$ cat src/rtl/pulse_peak_detector_if.sv
// Sample-stream inputs and event-record outputs of the pulse peak detector.
// The slave modport is the detector's view; the master modport is the sample source and event consumer.
interface pulse_peak_detector_if #(
  parameter int WIDTH = 12
);
  logic                    sampl_freq;
  logic signed [WIDTH-1:0] data_in;
  logic signed [WIDTH-1:0] threshold;
  logic                    event_ready;
  logic                    event_valid;
  logic signed [WIDTH-1:0] peak_value;
  logic [7:0]              peak_index;
  logic [7:0]              pulse_len;
  logic [7:0]              missed_count;
  logic                    busy;

  modport master (
    output sampl_freq, data_in, threshold, event_ready,
    input  event_valid, peak_value, peak_index, pulse_len, missed_count, busy
  );

  modport slave (
    input  sampl_freq, data_in, threshold, event_ready,
    output event_valid, peak_value, peak_index, pulse_len, missed_count, busy
  );
endinterface

$ cat src/rtl/pulse_peak_detector.sv
// Tracks peak and length of each excursion above threshold; event is valid one clock after the terminating sample.
// A single output register: an event completing while it is full and not draining is dropped and counted.
module pulse_peak_detector #(
  parameter int WIDTH   = 12,
  parameter int HOLDOFF = 4
) (
  input logic                  clk,
  input logic                  reset,
  pulse_peak_detector_if.slave ifc
);

  typedef enum logic [1:0] {
    S_IDLE,
    S_ACTIVE,
    S_HOLDOFF
  } state_t;

  typedef struct packed {
    logic signed [WIDTH-1:0] peak;
    logic [7:0]              idx;
    logic [7:0]              len;
  } evt_t;

  localparam bit          HOLD_EN   = (HOLDOFF != 0);
  localparam logic [15:0] HOLD_INIT = 16'(HOLDOFF);

  function automatic logic [7:0] sat_inc(input logic [7:0] v);
    return (v == 8'hFF) ? v : v + 8'd1;
  endfunction

  state_t                  r_state;
  state_t                  w_state_nxt;
  logic                    r_sf_prev;
  logic                    w_accept;
  logic signed [WIDTH-1:0] r_thr;
  logic signed [WIDTH-1:0] w_thr_nxt;
  evt_t                    r_acc;
  evt_t                    w_acc_nxt;
  logic [7:0]              r_off;
  logic [7:0]              w_off_nxt;
  logic [15:0]             r_hold;
  logic [15:0]             w_hold_nxt;
  logic                    w_trig;
  logic                    w_above;
  logic                    w_evt_done;

  evt_t                    r_out;
  logic                    r_evt_vld;
  logic [7:0]              r_missed;
  logic                    w_xfer;
  logic                    w_load;

  assign w_accept = ifc.sampl_freq & ~r_sf_prev;
  assign w_trig   = $signed(ifc.data_in) > $signed(ifc.threshold);
  assign w_above  = $signed(ifc.data_in) > $signed(r_thr);

  always_ff @(posedge clk or posedge reset) begin
    if (reset) begin
      r_sf_prev <= 1'b0;
      r_state   <= S_IDLE;
      r_thr     <= '0;
      r_acc     <= '0;
      r_off     <= '0;
      r_hold    <= '0;
    end else begin
      r_sf_prev <= ifc.sampl_freq;
      r_state   <= w_state_nxt;
      r_thr     <= w_thr_nxt;
      r_acc     <= w_acc_nxt;
      r_off     <= w_off_nxt;
      r_hold    <= w_hold_nxt;
    end
  end

  always_comb begin
    w_state_nxt = r_state;
    w_thr_nxt   = r_thr;
    w_acc_nxt   = r_acc;
    w_off_nxt   = r_off;
    w_hold_nxt  = r_hold;
    w_evt_done  = 1'b0;
    if (w_accept) begin
      unique case (r_state)
        S_IDLE: begin
          if (w_trig) begin
            w_state_nxt   = S_ACTIVE;
            w_thr_nxt     = ifc.threshold;
            w_acc_nxt.peak = ifc.data_in;
            w_acc_nxt.idx = 8'd0;
            w_acc_nxt.len = 8'd1;
            w_off_nxt     = 8'd1;
          end
        end
        S_ACTIVE: begin
          if (w_above) begin
            w_acc_nxt.len = sat_inc(r_acc.len);
            // Strict compare: on ties the earliest maximum keeps its index.
            if ($signed(ifc.data_in) > $signed(r_acc.peak)) begin
              w_acc_nxt.peak = ifc.data_in;
              w_acc_nxt.idx  = r_off;
            end
            w_off_nxt = sat_inc(r_off);
          end else begin
            w_evt_done = 1'b1;
            if (HOLD_EN) begin
              w_state_nxt = S_HOLDOFF;
              w_hold_nxt  = HOLD_INIT;
            end else begin
              w_state_nxt = S_IDLE;
            end
          end
        end
        S_HOLDOFF: begin
          if (r_hold <= 16'd1) begin
            w_hold_nxt  = 16'd0;
            w_state_nxt = S_IDLE;
          end else begin
            w_hold_nxt = r_hold - 16'd1;
          end
        end
        default: w_state_nxt = S_IDLE;
      endcase
    end
  end

  // A transfer on the same edge frees the register for the completing event.
  assign w_xfer = r_evt_vld & ifc.event_ready;
  assign w_load = w_evt_done & (~r_evt_vld | w_xfer);

  always_ff @(posedge clk or posedge reset) begin
    if (reset) begin
      r_out     <= '0;
      r_evt_vld <= 1'b0;
      r_missed  <= '0;
    end else begin
      if (w_load) begin
        r_out     <= r_acc;
        r_evt_vld <= 1'b1;
      end else begin
        if (w_xfer) begin
          r_evt_vld <= 1'b0;
        end
        if (w_evt_done) begin
          r_missed <= sat_inc(r_missed);
        end
      end
    end
  end

  assign ifc.event_valid  = r_evt_vld;
  assign ifc.peak_value   = r_out.peak;
  assign ifc.peak_index   = r_out.idx;
  assign ifc.pulse_len    = r_out.len;
  assign ifc.missed_count = r_missed;
  assign ifc.busy         = (r_state != S_IDLE);

endmodule

$ cat src/flat_wrapper.sv
// flat-port wrapper written by rule: the top's interface ports become plain ports
module pulse_peak_detector_flat 
#(
  parameter int WIDTH   = 12,
  parameter int HOLDOFF = 4
)
  (clk, reset, ifc_sampl_freq, ifc_data_in, ifc_threshold, ifc_event_ready, ifc_event_valid, ifc_peak_value, ifc_peak_index, ifc_pulse_len, ifc_missed_count, ifc_busy);
  pulse_peak_detector_if #(.WIDTH(WIDTH)) ifc_i ();
  input logic clk;
  input logic reset;
  input wire logic [$bits(ifc_i.sampl_freq)-1:0] ifc_sampl_freq;
  input wire logic [$bits(ifc_i.data_in)-1:0] ifc_data_in;
  input wire logic [$bits(ifc_i.threshold)-1:0] ifc_threshold;
  input wire logic [$bits(ifc_i.event_ready)-1:0] ifc_event_ready;
  output wire logic [$bits(ifc_i.event_valid)-1:0] ifc_event_valid;
  output wire logic [$bits(ifc_i.peak_value)-1:0] ifc_peak_value;
  output wire logic [$bits(ifc_i.peak_index)-1:0] ifc_peak_index;
  output wire logic [$bits(ifc_i.pulse_len)-1:0] ifc_pulse_len;
  output wire logic [$bits(ifc_i.missed_count)-1:0] ifc_missed_count;
  output wire logic [$bits(ifc_i.busy)-1:0] ifc_busy;
  assign ifc_i.sampl_freq = ifc_sampl_freq;
  assign ifc_i.data_in = ifc_data_in;
  assign ifc_i.threshold = ifc_threshold;
  assign ifc_i.event_ready = ifc_event_ready;
  assign ifc_event_valid = ifc_i.event_valid;
  assign ifc_peak_value = ifc_i.peak_value;
  assign ifc_peak_index = ifc_i.peak_index;
  assign ifc_pulse_len = ifc_i.pulse_len;
  assign ifc_missed_count = ifc_i.missed_count;
  assign ifc_busy = ifc_i.busy;
  pulse_peak_detector #(.WIDTH(WIDTH), .HOLDOFF(HOLDOFF)) u_core (.clk(clk), .reset(reset), .ifc(ifc_i));
endmodule
$ cat config.mk
export PLATFORM = sky130hd
export DESIGN_NAME = pulse_peak_detector_flat
export DESIGN_NICKNAME = d
export VERILOG_FILES = /design/src/rtl/pulse_peak_detector_if.sv /design/src/rtl/pulse_peak_detector.sv /design/src/flat_wrapper.sv
export SDC_FILE = /design/constraint.sdc
export NUM_CORES = 1
export LEC_CHECK = 0
export ABC_AREA = 1
export BUFFER_PORTS_ARGS = -buffer_cell sky130_fd_sc_hd__buf_2
export CORE_MARGIN = 2
export CORE_UTILIZATION = 59
export DETAILED_ROUTE_END_ITERATION = 6
export HOLD_SLACK_MARGIN = 0.03
export PLACE_DENSITY = 0.9
export SYNTH_ARGS = -nofsm -noshare
export SYNTH_HDL_FRONTEND = slang
export SYNTH_SLANG_ARGS = --single-unit
$ cat constraint.sdc
create_clock -name clk -period 3.7 [get_ports clk]
set_input_delay 0.74 -clock clk [delete_from_list [all_inputs] [get_ports clk]]
set_output_delay 0.74 -clock clk [all_outputs]
set_load 0.005 [all_outputs]
# Word-level counts from Yosys, hierarchy flattened
# Cells that the tools add are included.
[op_classes]
addsub = 4
mul = 0
div_mod_pow = 0
magnitude_cmp = 4
eq_ne = 12
shift = 0
mux = 21
bitwise_logic = 8
n_reduce_logical = 12
[ops]
columns = ["cell", "n"]
rows = [
  ["2-to-1 mux 28 bit", 2],
  ["case mux 28 bit (2 select lines)", 1],
  ["greater-than comparator 12 bit", 3],
  ["2-to-1 mux 16 bit", 2],
  ["2-to-1 mux 8 bit", 4],
  ["case mux 16 bit (2 select lines)", 1],
  ["adder 8 x 1 -> 8 bit (second input constant)", 3],
  ["== test 8 bit (second input constant)", 3],
  ["2-to-1 mux 20 bit", 1],
  ["<= comparator 16 x 1 -> 1 bit (second input constant)", 1],
  ["case mux 8 bit (2 select lines)", 1],
  ["subtractor 16 x 1 -> 16 bit (second input constant)", 1],
  ["AND reduction 5 bit", 3],
  ["AND reduction 3 bit", 3],
  ["!= test 2 x 1 -> 1 bit (second input constant)", 4],
  ["nonzero test 2 bit", 4],
  ["2-to-1 mux 2 bit", 3],
  ["!= test 2 bit (second input constant)", 3],
  ["case mux 2 bit (3 select lines)", 1],
  ["2-to-1 mux 1 bit", 5],
  ["NOT 1 bit", 4],
  ["AND reduction 4 bit", 1],
  ["AND 1 bit", 3],
  ["== test 2 x 1 -> 1 bit (second input constant)", 1],
  ["3 further kinds", 3],
]
[word_totals]
reg_bits = 104
latch_bits = 0
ram_bits = 0
rom_bits = 0
wordCells = 74
mem_count = 0

# Longest topological paths before layout
# Gate-level depths: netlist (run 1).
[depth]
ltp_word = 7
depth_mapped = 17

# Worst setup path before layout (run 1)
# Ideal clock, no wire load.
[synth_path]
path_type = "in2reg"
startpoint = "in ifc_threshold[7]"
endpoint = "reg u_core.r_acc[15] (netlist bit)"
arrival_time_ps = 2236
t_required_ps = 3634
slack_ps = 1398
stages = 15
path_buffers = 1
cell_sequence = "inv_1 > ha_1 > nand2_1 > nor2_1 > and2_1 > nand2_1 > nand3_1 > nand2_1 > nand3_1 > nand2_2 > inv_1 > nor2_4 > buf_6 > nand3_1 > nand2_1"
[synth_via]
elab_chain_len = 3
[synth_lines]
columns = ["element", "line_no", "text"]
rows = [
  ["start, declared", "flat_wrapper.sv:13", "input wire logic [$bits(ifc_i.threshold)-1:0] ifc_threshold;"],
  ["greater-than comparator 12 bit", "pulse_peak_detector.sv:54", "assign w_trig = $signed(ifc.data_in) > $signed(ifc.threshold);"],
  ["!= test 2 x 1 -> 1 bit (no line)", "-", ""],
  ["AND reduction 5 bit (no line)", "-", ""],
  ["end signal, assigned", "pulse_peak_detector.sv:69", "r_acc <= w_acc_nxt;"],
  ["end, declared", "pulse_peak_detector.sv:37", "evt_t r_acc;"],
]
# No other way between the ends.
# A chain may end at the register's enable or synchronous reset.

# Worst setup path after layout (run 1)
[layout_path]
startpoint = "in ifc_data_in[11]"
endpoint = "reg u_core.r_hold[13]"
[layout_via]
elab_chain_len = 3
[layout_lines]
columns = ["element", "line_no", "text"]
rows = [
  ["start, declared", "flat_wrapper.sv:12", "input wire logic [$bits(ifc_i.data_in)-1:0] ifc_data_in;"],
  ["greater-than comparator 12 bit", "pulse_peak_detector.sv:55", "assign w_above = $signed(ifc.data_in) > $signed(r_thr);"],
  ["!= test 2 bit (no line)", "-", ""],
  ["AND reduction 3 bit (no line)", "-", ""],
  ["end signal, assigned", "pulse_peak_detector.sv:71", "r_hold <= w_hold_nxt;"],
  ["end, declared", "pulse_peak_detector.sv:41", "logic [15:0] r_hold;"],
]
# No other way between the ends.

==> results of run 1 <==
-- final cells by class --
type                            count  area [sq um]
Multi-Input combinational cell    576          2915
Inverter                          100         377.9
Clock buffer                        9         123.9
Sequential cell                   104          2603
Clock inverter                      7         67.56
Fill cell                         788          3211
Timing Repair Buffer               75         400.4
Tap cell                          133         166.4
-- cells by family after synthesis --
family / Yosys count / synth area share
DFF: 104 / 0.4318
AOI/OAI and AO/OA: 44 / 0.03861
xor gates and xnor gates: 21 / 0.03052
buffers and inverters: 121 / 0.08449
and+or+nand+nor: 470 / 0.3295
adders and majority gates: 41 / 0.08511
-- power by group --
part | internal [mW] | switching, mW
logic | 0.704 | 1.19
registers | 1.43 | 0.238
clock network | 0.258 | 0.423
total | 2.39 | 1.85
-- cells in the final DEF, fill, tap and decap left out, drive strengths merged --
cell,count
nor3,18
buf,75
a21o,1
xor2,12
nand4,21
dfrtp,104
o21ai,24
o211ai,1
a21oi,15
xnor2,9
a211oi,1
ha,41
clkinv,3
nor2,58
o21a,2
inv,101
or2,1
nand3,63
nor4,2
nand2,302
clkinvlp,3
clkbuf,9
nor3b,4
and2,1
-- flip-flops by register name (all words and copies together), names as in the netlist, 8 cells and up --
signal / flops
u_core.ifc.missed_count: 8
u_core.ifc.pulse_len: 8
u_core.r_off: 8
u_core.ifc.peak_value: 12
u_core.r_acc: 28
u_core.r_hold: 16
u_core.r_thr: 12
u_core.ifc.peak_index: 8
-- stage by stage --
| step | std cells | worst slack (ns) |
|---|---|---|
| 6_report | 1004 | 0.9989 |
| 5_1_grt | 1004 | 0.7113 |
| 4_1_cts | 1004 | 1.015 |
| 3_5_place_dp | 988 | 0.6233 |
| 3_3_place_gp | 988 | 0.7767 |
| 2_1_floorplan | 801 | 0.2278 |
-- per-layer routing --
layer	vias up	GRT usage
met5	-	0
met4	0	0.1143
met3	32	0.03993
met2	137	0.3975
met1	2457	0.3533
li1	2664	-
-- worst register-to-register path: stages, from the launching register on --
cell	delay (ns)
dfrtp_1	0.37
inv_1	0.05
ha_1	0.32
nand2_1	0.09
inv_2	0.06
nand2_2	0.05
nor2_2	0.12
nand2_1	0.09
nand3_1	0.07
nand2_1	0.06
nand3_2	0.10
nand3_2	0.28
nand2_1	0.66
o21ai_0	0.17
-- final timing paths --
path	from	endpoint	slack, ns	cells after the start
setup / recovery	ifc_data_in[11]	u_core.r_hold[13]$_DFFE_PP0P_	1.0	13
hold / removal	u_core.ifc.peak_index[5]$_DFFE_PP0P_	u_core.ifc.peak_index[5]$_DFFE_PP0P_	0.47	2
setup reg to reg	u_core.r_thr[11]$_DFFE_PP0P_	u_core.r_hold[13]$_DFFE_PP0P_	1.08	13
hold reg to reg	u_core.ifc.peak_index[5]$_DFFE_PP0P_	u_core.ifc.peak_index[5]$_DFFE_PP0P_	0.47	2
max in group asynchronous	reset	u_core.r_hold[10]$_DFFE_PP0P_	2.37	3
min in group asynchronous	reset	u_core.ifc.missed_count[0]$_DFFE_PP0P_	0.50	2
==> impl_metrics.xml, run 1 <==
<?xml version="1.0" encoding="UTF-8"?>
<metrics>
  <group name="flow_run">
    <metric name="cap_violations" unit="">0</metric>
  </group>
  <group name="route">
    <metric name="drt-pass1-iter-count" unit="">5</metric>
    <metric name="route.vias.total" unit="">5290</metric>
    <metric name="detail_route.wirelength.met1" unit="mm">6.012</metric>
    <metric name="ant_nets" unit="">0</metric>
    <metric name="wl_met3" unit="um">630</metric>
    <metric name="totalWireLength" unit="mm">13.24</metric>
    <metric name="drtIter0Drc" unit="">361</metric>
    <metric name="detailroute.wirelength.met2" unit="mm">6.207</metric>
    <metric name="route.detailed.wl_per_inst" unit="um">13.19</metric>
    <metric name="post-route-drc-count" unit="">0</metric>
    <metric name="dr.max_layer_used" unit="">met4</metric>
    <metric name="post_drt_via_cell_ratio" unit="">5.269</metric>
  </group>
  <group name="clocking">
    <metric name="cts_tree" unit="">built</metric>
    <metric name="ctsHoldBuffers" unit="">0</metric>
    <metric name="cts_repair_resizes" unit="">0</metric>
    <metric name="clkSinkCount" unit="">104</metric>
    <metric name="post_cts_buffers" unit="">0</metric>
    <metric name="clock_insertion_delay_worst_skew" unit="ns">0.38</metric>
    <metric name="clk_pin_slew" unit="ns">0.10</metric>
    <metric name="cts_made_buffers" unit="">9</metric>
    <metric name="clk_path_buf_depth" unit="">2</metric>
    <metric name="ctsRootBufferMaster" unit="">clkbuf_8</metric>
    <metric name="cts.htree.levels" unit="">3</metric>
  </group>
  <group name="synth">
    <metric name="most_numerous_cell_in_the_yosys_netlist" unit="">nand2_1</metric>
    <metric name="syn-num-nets" unit="">870</metric>
    <metric name="synthTopCellsByCount" unit="">nand2_1 (298), dfrtp_1 (104), inv_1 (96)</metric>
    <metric name="netlist.area_leader.share" unit="">0.4318</metric>
    <metric name="synth_edf_count" unit="">0</metric>
    <metric name="yosys_warnings" unit="">0</metric>
    <metric name="synth_top_area_cell" unit="">dfrtp_1</metric>
    <metric name="largest_cells_by_area_after_synthesis" unit="">dfrtp_1 (43%), nand2_1 (19%), ha_1 (8.5%)</metric>
    <metric name="yosysSeqAreaShare" unit="">0.4318</metric>
    <metric name="synth_area" unit="sq mm">0.006027</metric>
    <metric name="count_of_mapped_cells_out_of_synthesis" unit="">801</metric>
    <metric name="synth_unique_cells" unit="">31</metric>
    <metric name="synth-main-ff-cell" unit="">dfrtp_1</metric>
    <metric name="synth.ff_latch_count" unit="">104</metric>
    <metric name="avgSynthCellArea" unit="sq um">7.524</metric>
    <metric name="synthArstFlopShare" unit="">1.000</metric>
  </group>
  <group name="sta">
    <metric name="skew" unit="ns">0.01008</metric>
    <metric name="hold_ws" unit="ns">0.4724</metric>
    <metric name="maxSlewViolCount" unit="">0</metric>
    <metric name="min_period_over_period" unit="">0.7300</metric>
    <metric name="finalSetupViolations" unit="">0</metric>
    <metric name="setup_total_negative_slack" unit="ns">0</metric>
    <metric name="worst_slew_pin_slew" unit="ns">0.8053</metric>
    <metric name="final_period_minus_worst_setup_slack" unit="ns">2.701</metric>
    <metric name="fmaxAchievable" unit="GHz">0.3702</metric>
    <metric name="relSlewSlack" unit="">0.4631</metric>
    <metric name="grt_setup_unrepaired" unit="">no</metric>
    <metric name="final_hold_violating_endpoints" unit="">0</metric>
  </group>
  <group name="min_path">
    <metric name="hp-class" unit="">register to register</metric>
  </group>
  <group name="worst_setup_path">
    <metric name="crit_slowest_cell" unit="">nand2_1</metric>
    <metric name="critical_path.most_common_cell" unit="">nand2_1</metric>
    <metric name="slowest_delay" unit="ns">0.65</metric>
    <metric name="worstPathBufferInverterCount" unit="">2</metric>
    <metric name="critPathKind" unit="">input pin to register</metric>
    <metric name="timing.critical_path.to_type" unit="">register</metric>
    <metric name="cp_top_family" unit="">simple AND/OR/NAND/NOR gates</metric>
    <metric name="crit_arrival" unit="ns">2.94</metric>
    <metric name="crit_fanout" unit="">23</metric>
    <metric name="timing.critical_path.from_type" unit="">input pin</metric>
    <metric name="timing.critical_path.required" unit="ns">3.93</metric>
    <metric name="critical_path.cell_chain" unit="">buf_2, ha_1, nand2_1, inv_2, nand2_2, nor2_2, nand2_1, nand3_1, nand2_1, nand3_2, nand3_2, nand2_1, o21ai_0</metric>
  </group>
  <group name="die">
    <metric name="core.rowCount" unit="">36</metric>
    <metric name="coreArea" unit="sq mm">0.009864</metric>
    <metric name="fp.dieW" unit="um">105.1</metric>
    <metric name="die_area" unit="sq mm">0.01104</metric>
    <metric name="die_y" unit="um">105.1</metric>
    <metric name="boundaryPins" unit="">66</metric>
    <metric name="floorplan.initialDensity" unit="">0.6110</metric>
  </group>
  <group name="placement">
    <metric name="detailedPlacementHpwl" unit="mm">9.738</metric>
    <metric name="dpl-instance-area" unit="sq mm">0.006462</metric>
    <metric name="finalWeightedCongestion" unit="">0.8660</metric>
    <metric name="io_buffer_count" unit="">65</metric>
  </group>
  <group name="global_route">
    <metric name="grt_pass1_vias" unit="">5001</metric>
    <metric name="grt_overflow" unit="">0</metric>
    <metric name="globalRouteTotalUtil" unit="">0.2551</metric>
    <metric name="largest_net_degree_at_the_start_of_global_routing" unit="">66</metric>
    <metric name="grt_first_pass_wirelength" unit="mm">22.90</metric>
    <metric name="antenna_violations_before_repair" unit="">0</metric>
  </group>
  <group name="pwr">
    <metric name="post-layout-total-power" unit="mW">4.246</metric>
    <metric name="ir_drop" unit="V">0.0002898</metric>
    <metric name="total_leakage_power" unit="nW">3.799</metric>
    <metric name="pwr_density_cell" unit="mW/mm^2">638.1</metric>
  </group>
  <group name="final_layout">
    <metric name="layout-drive-gt1-share" unit="">0.1217</metric>
    <metric name="fin_util" unit="">0.6745</metric>
    <metric name="final_cell_area" unit="sq mm">0.006654</metric>
    <metric name="antenna-diode-count" unit="">0</metric>
    <metric name="design.final.nets" unit="">935</metric>
    <metric name="flow.area_growth_from_synthesis" unit="%">10.40</metric>
  </group>
  <group name="outcome">
    <metric name="outcome" unit="">finished, final reports clean</metric>
  </group>
</metrics>
Power figures use the tool's default switching activity.
==> run 2: changes to the inputs <==
- CORE_UTILIZATION: 59 -> 54
- PLACE_DENSITY: 0.9 -> 0.87
- clock period: 3.7 -> 2.28 ns (I/O delays scaled with it)
==> run 2 against run 1 <==
Effect of this change:
- the run now ends with negative setup slack left
- clock skew is 0.0028 ns higher
- non-clock buffer count is 33 higher
- sequential power is 63% higher
- clock power is 110% higher
- hold slack worse by 0.33 ns
- die area is 8.9% higher
- routed wire length is 16% higher
- critical path type is now register to register
- largest power group unchanged
- highest routed layer unchanged
==> impl_metrics.xml, run 2 (synthesis gave the netlist of run 1 again) <==
<?xml version="1.0" encoding="UTF-8"?>
<metrics>
  <group name="outcome">
    <metric name="outcome" unit="">finished, violations left</metric>
    <metric name="violations" unit="">negative setup slack</metric>
  </group>
  <group name="die">
    <metric name="die_y" unit="um">109.6</metric>
    <metric name="die_area" unit="sq mm">0.01202</metric>
    <metric name="core.rowCount" unit="">38</metric>
    <metric name="fp.dieW" unit="um">109.6</metric>
    <metric name="boundaryPins" unit="">66</metric>
    <metric name="coreArea" unit="sq mm">0.01089</metric>
    <metric name="floorplan.initialDensity" unit="">0.5536</metric>
  </group>
  <group name="final_layout">
    <metric name="antenna-diode-count" unit="">0</metric>
    <metric name="fin_util" unit="">0.6759</metric>
    <metric name="most_common_cell_after_layout_fill_and_taps_aside" unit="">nand2_1</metric>
    <metric name="max_flop_register" unit="">u_core.r_acc</metric>
    <metric name="design.final.nets" unit="">968</metric>
    <metric name="largest_registers" unit="">u_core.r_acc x28, u_core.r_hold x16</metric>
    <metric name="layout-drive-gt1-share" unit="">0.2035</metric>
    <metric name="largest_register_ff_count" unit="">28</metric>
    <metric name="fillers" unit="">795</metric>
    <metric name="layout.cells.most_common_list" unit="">nand2_1 (289), dfrtp_1 (104), inv_1 (90)</metric>
    <metric name="flow.area_growth_from_synthesis" unit="%">22.11</metric>
  </group>
  <group name="sta">
    <metric name="min_period_over_period" unit="">1.026</metric>
    <metric name="relSlewSlack" unit="">0.6636</metric>
    <metric name="setup_total_negative_slack" unit="ns">-0.9534</metric>
    <metric name="grt_setup_unrepaired" unit="">yes</metric>
    <metric name="finalSetupViolations" unit="">32</metric>
    <metric name="final_hold_violating_endpoints" unit="">0</metric>
    <metric name="skew" unit="ns">0.01284</metric>
    <metric name="maxSlewViolCount" unit="">0</metric>
    <metric name="fmaxAchievable" unit="GHz">0.4274</metric>
    <metric name="setup_slack" unit="ns">-0.05989</metric>
    <metric name="final_period_minus_worst_setup_slack" unit="ns">2.340</metric>
    <metric name="worst_slew_pin_slew" unit="ns">0.5000</metric>
  </group>
  <group name="clocking">
    <metric name="clock_insertion_delay_worst_skew" unit="ns">0.39</metric>
    <metric name="ctsRootBufferMaster" unit="">clkbuf_8</metric>
    <metric name="clk_path_buf_depth" unit="">2</metric>
    <metric name="cts.htree.levels" unit="">3</metric>
    <metric name="clkSinkCount" unit="">104</metric>
    <metric name="cts_made_buffers" unit="">9</metric>
    <metric name="clk_pin_slew" unit="ns">0.11</metric>
    <metric name="cts_tree" unit="">built</metric>
  </group>
  <group name="pwr">
    <metric name="power.internal" unit="mW">4.601</metric>
    <metric name="seq_power_share" unit="">0.344</metric>
    <metric name="total_leakage_power" unit="nW">4.062</metric>
    <metric name="switching_share" unit="">0.4182</metric>
    <metric name="pwr_density_cell" unit="mW/mm^2">1074</metric>
    <metric name="p_sw" unit="mW">3.307</metric>
    <metric name="ir_drop" unit="V">0.0007983</metric>
    <metric name="pwr-share-clk" unit="">0.180</metric>
    <metric name="combinational_cell_fraction_of_total_power" unit="">0.476</metric>
  </group>
  <group name="worst_setup_path">
    <metric name="timing.critical_path.from_type" unit="">register</metric>
    <metric name="r2r_end" unit="">u_core.r_acc[10]$_DFFE_PP0P_</metric>
    <metric name="crit_slowest_cell" unit="">dfrtp_1</metric>
    <metric name="crit_arrival" unit="ns">2.67</metric>
    <metric name="crit_fanout" unit="">7</metric>
    <metric name="timing.critical_path.to_type" unit="">register</metric>
    <metric name="critPathKind" unit="">register to register</metric>
    <metric name="reg2regPathDepth" unit="">14</metric>
    <metric name="crit-reg2reg-launch" unit="">u_core.r_thr[7]$_DFFE_PP0P_</metric>
    <metric name="critical_path.cell_chain" unit="">inv_1, ha_4, nand4_1, nor2_4, nand2_2, nand4_1, nand3_2, buf_6, nand2_4, nand2_4, nor2_4, clkbuf_16, nand3_2, nand2_2</metric>
    <metric name="worst-r2r-setup-slack" unit="ns">-0.06</metric>
    <metric name="timing.critical_path.required" unit="ns">2.61</metric>
    <metric name="slowest_delay" unit="ns">0.37</metric>
  </group>
  <group name="route">
    <metric name="totalWireLength" unit="mm">15.30</metric>
    <metric name="drt-pass1-iter-count" unit="">5</metric>
    <metric name="route.vias.total" unit="">5697</metric>
    <metric name="post-route-drc-count" unit="">0</metric>
    <metric name="drtIter0Drc" unit="">469</metric>
    <metric name="route.detailed.wl_per_inst" unit="um">14.66</metric>
    <metric name="post_drt_via_cell_ratio" unit="">5.457</metric>
    <metric name="ant_nets" unit="">0</metric>
  </group>
  <group name="global_route">
    <metric name="grt_overflow" unit="">0</metric>
    <metric name="antenna_violations_before_repair" unit="">0</metric>
    <metric name="globalRouteTotalUtil" unit="">0.2407</metric>
    <metric name="grt_pass1_vias" unit="">5091</metric>
    <metric name="grt_first_pass_wirelength" unit="mm">22.98</metric>
    <metric name="largest_net_degree_at_the_start_of_global_routing" unit="">64</metric>
  </group>
  <group name="placement">
    <metric name="preCtsSetupSlack" unit="ns">-0.06536</metric>
    <metric name="io_buffer_count" unit="">65</metric>
    <metric name="finalWeightedCongestion" unit="">0.8678</metric>
    <metric name="detailedPlacementHpwl" unit="mm">9.820</metric>
  </group>
  <group name="flow_run">
    <metric name="cap_violations" unit="">0</metric>
  </group>
  <group name="min_path">
    <metric name="hp-class" unit="">input pin to asynchronous set/reset pin</metric>
  </group>
</metrics>
run 2: cell types whose count changed in the layout (fill, tap and decap cells not counted), sizes merged:
cell / delta
buf: +31
clkbuf: +2
clkinv: -1
bufinv: +3
clkinvlp: -2
run 2: layout make-up:
type,count,area [sq um],share of cell area
multi-input cells,576,3178,0.4318
clock buffers,9,123.9,0.01683
flip-flops and latches,104,2603,0.3536
well taps,140,175.2,0.02380
inverters,100,381.6,0.05185
repair buffers,108,773.2,0.1051
clock inverters,7,125.1,0.01700
run 2: timing repair:
item                       4_1_cts  5_1_grt
hold buffers                     0        0
setup endpoints to repair        0       75
setup buffers                    0        7
gates resized for setup          0       55
run 2: layer usage:
metal  routed length (um)  vias to the layer above  share of wire  global-route usage
met5                    0                        -              0                   0
met4                  401                        0          0.026             0.05967
met3                  889                       42          0.058             0.05572
met2                 7635                      232           0.50              0.4017
met1                 6376                     2696           0.42              0.3181
li1                     -                     2727              -                   -
run 2: worst max path at each step:
stage                                       startpoint                             endpoint  slack, ns  depth (start not counted)
final                      u_core.r_thr[7]$_DFFE_PP0P_         u_core.r_acc[10]$_DFFE_PP0P_      -0.06                         14
after global routing       u_core.r_thr[4]$_DFFE_PP0P_         u_core.r_acc[19]$_DFFE_PP0P_      -0.17                         14
after CTS                 u_core.r_thr[11]$_DFFE_PP0P_  u_core.ifc.pulse_len[7]$_DFFE_PP0P_       0.12                         15
after detailed placement               ifc_data_in[11]  u_core.ifc.pulse_len[4]$_DFFE_PP0P_      -0.07                         15
after global placement                 ifc_data_in[11]         u_core.r_acc[15]$_DFFE_PP0P_      0.009                         14
after floorplan                       ifc_threshold[7]         u_core.r_acc[15]$_DFFE_PP0P_       0.26                         15
run 2: critical path: cells and delay by family, from the launching register on:
kind / cells / cell delay, ns
AND/OR/NAND/NOR: 10 / 1.17
flip-flops: 1 / 0.37
buffers and inverters: 3 / 0.45
adder cells (fa/ha/maj): 1 / 0.28
run 2: stage by stage:
| stage | cell area, sq um | hold slack, ns | std cells | power, mW |
|---|---|---|---|---|
| floorplan | 6031 | 0.4422 | 801 | 4.984 |
| global placement | 6720 | 0.4537 | 1018 | 5.780 |
| detailed placement | 6720 | 0.4565 | 1018 | 5.914 |
| CTS | 6969 | 0.1417 | 1034 | 7.357 |
| global route | 7360 | 0.1644 | 1044 | 8.500 |
| finish | 7360 | 0.1431 | 1044 | 7.908 |
run 2: power by group through the flow:
stage	logic, mW	registers (mW)	clock network [mW]
final	3.76	2.72	1.43
after global routing	4.22	2.78	1.51
after CTS	3.22	2.70	1.44
after detailed placement	3.19	2.73	0
after global placement	3.06	2.72	0
after floorplan	2.33	2.65	0
